`src/rtl/mem_port_arbiter.sv`:
```
// Two-master arbiter (instruction fetch vs load/store) in front of a single-port
// synchronous memory, with anti-starvation for fetch and read-data return routing.
module mem_port_arbiter #(
    parameter int unsigned STARVE_LIMIT = 3
) (
    input  logic        clk,
    input  logic        rst,
    input  logic        clk_enable,
    input  logic        if_req,
    input  logic [31:0] if_addr,
    output logic        if_gnt,
    output logic        if_rvalid,
    output logic [31:0] if_rdata,
    input  logic        ls_req,
    input  logic        ls_we,
    input  logic [31:0] ls_addr,
    input  logic [31:0] ls_wdata,
    output logic        ls_gnt,
    output logic        ls_rvalid,
    output logic [31:0] ls_rdata,
    output logic        ls_err,
    output logic [31:0] mem_addr,
    output logic        mem_we,
    output logic [31:0] mem_wdata,
    input  logic [31:0] mem_rdata
);

    typedef enum logic [1:0] {
        IDLE  = 2'd0,
        RD_IF = 2'd1,
        RD_LS = 2'd2
    } rd_state_t;

    localparam logic [2:0] LIMIT = 3'(STARVE_LIMIT);

    rd_state_t  state_reg, state_next;
    logic [2:0] streak_reg, streak_next;
    logic       ls_err_reg, ls_err_next;

    logic tick;
    logic ls_aligned;
    logic ls_wins;

    assign tick       = clk_enable & ~rst;
    assign ls_aligned = (ls_addr[1:0] == 2'b00);
    // Load/store has priority unless fetch has been passed over LIMIT times in a row.
    assign ls_wins    = ls_req & (~if_req | (streak_reg != LIMIT));

    assign ls_gnt = tick & ls_wins;
    assign if_gnt = tick & if_req & ~ls_wins;

    assign mem_addr  = if_gnt ? if_addr : (ls_gnt ? ls_addr : 32'd0);
    assign mem_we    = ls_gnt & ls_we & ls_aligned;
    assign mem_wdata = ls_gnt ? ls_wdata : 32'd0;

    always_ff @(posedge clk) begin
        if (rst) begin
            state_reg  <= IDLE;
            streak_reg <= 3'd0;
            ls_err_reg <= 1'b0;
        end else begin
            state_reg  <= state_next;
            streak_reg <= streak_next;
            ls_err_reg <= ls_err_next;
        end
    end

    always_comb begin
        state_next  = state_reg;
        streak_next = streak_reg;
        ls_err_next = ls_err_reg;
        if (tick) begin
            if (if_gnt) begin
                state_next = RD_IF;
            end else if (ls_gnt && !ls_we && ls_aligned) begin
                state_next = RD_LS;
            end else begin
                state_next = IDLE;
            end

            if (if_gnt || !if_req) begin
                streak_next = 3'd0;
            end else if (ls_gnt && streak_reg != LIMIT) begin
                streak_next = streak_reg + 3'd1;
            end

            ls_err_next = ls_gnt & ~ls_aligned;
        end
    end

    // Registered status is masked while reset is held so nothing leaks out mid-reset.
    assign if_rvalid = ~rst & (state_reg == RD_IF);
    assign ls_rvalid = ~rst & (state_reg == RD_LS);
    assign ls_err    = ~rst & ls_err_reg;
    assign if_rdata  = if_rvalid ? mem_rdata : 32'd0;
    assign ls_rdata  = ls_rvalid ? mem_rdata : 32'd0;

endmodule

```
`config.mk`:
```
export PLATFORM = sky130hd
export DESIGN_NAME = mem_port_arbiter
export DESIGN_NICKNAME = d
export VERILOG_FILES = /design/src/rtl/mem_port_arbiter.sv
export SDC_FILE = /design/constraint.sdc
export NUM_CORES = 1
export LEC_CHECK = 0
export ABC_AREA = 1
export CAP_MARGIN = 0
export CORE_AREA = 2 2 103 105
export CTS_CLUSTER_SIZE = 30
export DETAILED_ROUTE_END_ITERATION = 6
export DIE_AREA = 0 0 105 107
export DONT_BUFFER_PORTS = 1
export MAX_ROUTING_LAYER = met4
export PLACE_DENSITY = 0.37
export SLEW_MARGIN = 5
export SYNTH_ARGS = -nofsm -noshare
export SYNTH_HDL_FRONTEND = slang
export SYNTH_SLANG_ARGS = --single-unit
export TNS_END_PERCENT = 30
```
`constraint.sdc`:
```
create_clock -name clk -period 2.9 [get_ports clk]
set_input_delay 0.435 -clock clk [delete_from_list [all_inputs] [get_ports clk]]
set_output_delay 0.435 -clock clk [all_outputs]
set_load 0.05 [all_outputs]
```
After elaboration in Yosys (flattened, before gate mapping)
Index checks and enable logic that the tools add are counted.
- add/subtract/negate cells: 1
- equality and inequality tests: 3
- muxes and demuxes: 9
- bitwise logic cells: 16
- reductions and logical operators: 9
- operators with widths (kind ; count):
    2-to-1 mux 32 bit ; 5
    AND 1 bit ; 11
    2-to-1 mux 3 bit ; 2
    2-to-1 mux 2 bit ; 2
    inverter 1 bit ; 4
    adder 3 x 1 -> 3 bit (second input constant) ; 1
    logical AND 1 bit ; 3
    != test 3 x 2 -> 1 bit (second input constant) ; 1
    == test 2 x 1 -> 1 bit (second input constant) ; 1
    == test 2 bit (second input constant) ; 1
    logical NOT 1 bit ; 2
    logical NOT 2 bit ; 1
    AND reduction 2 bit ; 1
    nonzero test 2 bit ; 1
    logical OR 1 bit ; 1
    bitwise OR 1 bit ; 1
- bits in registers: 6
- input port bits: 134
- word-level logic and storage cells: 41

Longest topological paths before layout
- depth after elaboration: 8
- gate-level depth with buffers: 9
- gate-level depth less buffers: 8

Worst setup path before layout
Ideal clock, no wire load.
- kind: input to output
- from: input port rst
- to: output port if_rdata[11]
- arrival: 2.337 ns
- required time: 2.465 ns
- path slack: 0.128 ns
- stages on the path: 6
- cell sequence: inv_2 -> nand2_1 -> nor2_1 -> inv_1 -> buf_4 -> nor2_1
- longest elaborated chain between the ends: 3
- RTL lines (what ; line ; RTL):
    from (decl) ; 7 ; input logic rst,
    inverter 1 bit ; 92 ; assign if_rvalid = ~rst & (state_reg == RD_IF);
    AND 1 bit ; 92 ;
    net if_rvalid ; 12 ; output logic if_rvalid,
    2-to-1 mux 32 bit ; 95 ; assign if_rdata = if_rvalid ? mem_rdata : 32'd0;
    to (decl) ; 13 ; output logic [31:0] if_rdata,
The timed path passes the listed nets, and every way through them passes these cells.

Worst setup path in the final report
- from: register streak_reg[0]
- to: output port mem_addr[28]
- longest elaborated chain between the ends: 6
- RTL lines (what ; line ; RTL):
    from (decl) ; 37 ; logic [2:0] streak_reg, streak_next;
    from (signal assigned) ; 63 ; streak_reg <= streak_next;
    != test 3 x 2 -> 1 bit * ; 47 ; assign ls_wins = ls_req & (~if_req | (streak_reg != LIMIT));
    bitwise OR 1 bit * ; 47 ;
    AND 1 bit * ; 47 ;
    AND 1 bit or inverter 1 bit (tied branches) ; 49, 50 ;
    2-to-1 mux 32 bit or AND 1 bit (tied branches) ; 52, 50 ;
    2-to-1 mux 32 bit * ; 52 ; assign mem_addr = if_gnt ? if_addr : (ls_gnt ? ls_addr : 32'd0);
    to (decl) ; 22 ; output logic [31:0] mem_addr,
Mark *: on every way between the ends. The rest lies on a longest branch, timed or not.

==> flow_metrics.tcl <==
set metrics [dict create \
    timing.hold.ws_ns 0.2831 \
    die_height_um 107 \
    period_needed_ns 2.464 \
    synth_nets 454 \
    final_common_cell "nand2_1" \
    netlist_instances 318 \
    seqPwrFrac_pct 18.0 \
    grt_pass1_wl_um 9246 \
    p_sw_mw 0.2506 \
    die_area_um2 11240 \
    slew_violations 0 \
    setup-violations-final 0 \
    mostFrequentLayoutCells "107 x nand2_1, 103 x buf_4, 91 x nor2_1, 72 x inv_1, 10 x nor2_2" \
    grt_use_total_pct 10.57 \
    peakVddDrop_v 0.0001571 \
    tns_ns 0 \
    min_path_type "in -> reg" \
    status "completed" \
    finalNetCount 548 \
    clockRootBuffer "clkbuf_8" \
    cts_hold_buf 0 \
    crit_path_start_kind "register" \
    swShare_pct 52.38 \
    synth-seq-cells 6 \
    cp_max_fo 9 \
    port_buffers 0 \
    yosys-top-cells-area "nand2_1 28%, nor2_1 24%, inv_1 19%, dfxtp_1 8.3%, buf_6 5.5%" \
    core_region_area_um2 10090 \
    use_met3_pct 3.830 \
    post-place-ws_ns 0.6522 \
    clk_path_buf_depth 2 \
    insertion_delay_ns 0.22 \
    postCtsSetupRepairBufs 0 \
    finalHoldViolations 0 \
    power_mw 0.4785 \
    grt_max_degree 34 \
    dpl.hpwl_um 5714 \
    syn_to_final_growth_pct 60.82 \
    grt.overflow.total 0 \
    antenna_found_initial 1 \
    dr.pass1.iters 6 \
    drive_gt1_share_pct 30.24 \
    powerDensity_nw_per_um2 206.6 \
    cap_violations 0 \
    start_util_pct 14.27 \
    drc_errors 0 \
    endpoint_kind "output pin" \
    relSlewSlack_pct 34.51 \
    finalWorstSetupSlack_ns 0.4365 \
    grt_setup_unrepaired "no" \
    ant_nets 0 \
    tightestPinTransition_ns 0.9813 \
    combPwrFrac_pct 55.8 \
    synth_cell_type_count 18 \
    syn_avg_cell_area_um2 4.529 \
    synth_area_leader_cell "nand2_1" \
    timing.fmax_mhz 405.9 \
    fin_worst_skew_ns 0.001511 \
    row_count 37 \
    top_usage_layer "met2" \
    use_met1_pct 9.729 \
    grtUsageMet2_pct 20.69 \
    syn_area_um2 1440 \
    cp.required_ns 2.47 \
    h-tree-depth 1 \
    via_count 2119 \
    place_congestion 0.8021 \
    ys_seq_area_share_pct 8.341 \
    cts_buffers 3 \
    power.internal_mw 0.2279 \
    die_width_um 105 \
    p_clk_share_pct 26.2 \
    clock-sinks 6 \
    routed_wl_um 6429 \
    yosysTopAreaCellShare_pct 27.89 \
    arrival_ns 2.03 \
    post_cts_resized 0 \
    largest_register_ffs 3 \
    ys_warn_count 0 \
    cts_tree "done" \
    period_share_pct 84.95 \
    drt-wirelength-per-cell_um 11.75 \
    ios 268 \
    leakagePower_nw 1.567 \
    critPathKind "reg -> out" \
    drtIter0Drc 115 \
    avgViaCountPerCell 3.874 \
    first_global_vias 1907 \
    clk_pin_slew_ns 0.04 \
]
-- kinds of logic (layout without fill, tap and decap cells) --
kind of cell    count (synthesis)  in the layout  share of synthesized area (%)
compound gates                  6              6                          2.259
fa+ha+maj                       2              2                          1.737
buf+inv                        90            182                          29.02
flops                           6              6                          8.341
other cells                     0              1                              0
simple gates                  214            214                          58.65
-- final cells by class --
class / count / area [µm²]
Multi-Input combinational cell: 222 / 907.1
Sequential cell: 6 / 120.1
Tap cell: 136 / 170.2
Clock buffer: 3 / 41.29
Inverter: 75 / 281.5
Timing Repair Buffer: 104 / 793.3
Fill cell: 1155 / 7776
Antenna cell: 1 / 2.502
-- worst paths after layout --
path,start,to,slack (ns),cells past startpoint
max,streak_reg[0],mem_addr[28],0.44,8
min,rst,streak_reg[2],0.28,1
max reg2reg,streak_reg[0],ls_err_reg,1.43,8
min reg2reg,streak_reg[2],streak_reg[2],0.46,2
-- stage by stage --
stage | util [%] | cell area (µm²) | cells
after floorplan | - | 1440 | 318
after global placement | 22.51 | 2272 | 543
after detailed placement | 22.51 | 2272 | 543
final | 22.95 | 2316 | 547
after CTS | 22.92 | 2313 | 546
after global routing | 22.95 | 2316 | 547
-- worst max-delay path, stage by stage (launching register included) --
cell     delay [ns]
dfxtp_1        0.32
ha_1           0.20
ha_1           0.17
nand2_1        0.06
nand2_1        0.10
nor2_4         0.22
buf_4          0.29
nand2_1        0.08
nand2_1        0.37
-- Yosys cell counts --
cell type    n
nor2_4       1
nor3_1       1
nor2_2      10
dfxtp_1      6
buf_6        7
nand2_2      1
or2_2        1
nand2_1    107
inv_1       72
nor2_1      91
buf_4        7
inv_2        3
buf_2        1
o21a_1       1
ha_1         2
a21oi_1      3
o21ai_0      2
nand3_1      2
-- metal layers --
metal,up-vias,part of all wire [%]
li1,1064,-
met1,895,34
met2,156,53
met3,4,12
met4,0,1.2
met5,-,0
-- power groups by stage --
stage	clock [mW]	sequential [mW]	combinational, mW
final	0.125	0.0862	0.267
after global routing	0.134	0.0865	0.284
after CTS	0.130	0.0862	0.270
after detailed placement	0	0.0875	0.269
after global placement	0	0.0874	0.267
after floorplan	0	0.0873	0.222
No activity file was read; power rests on OpenSTA's default activity.
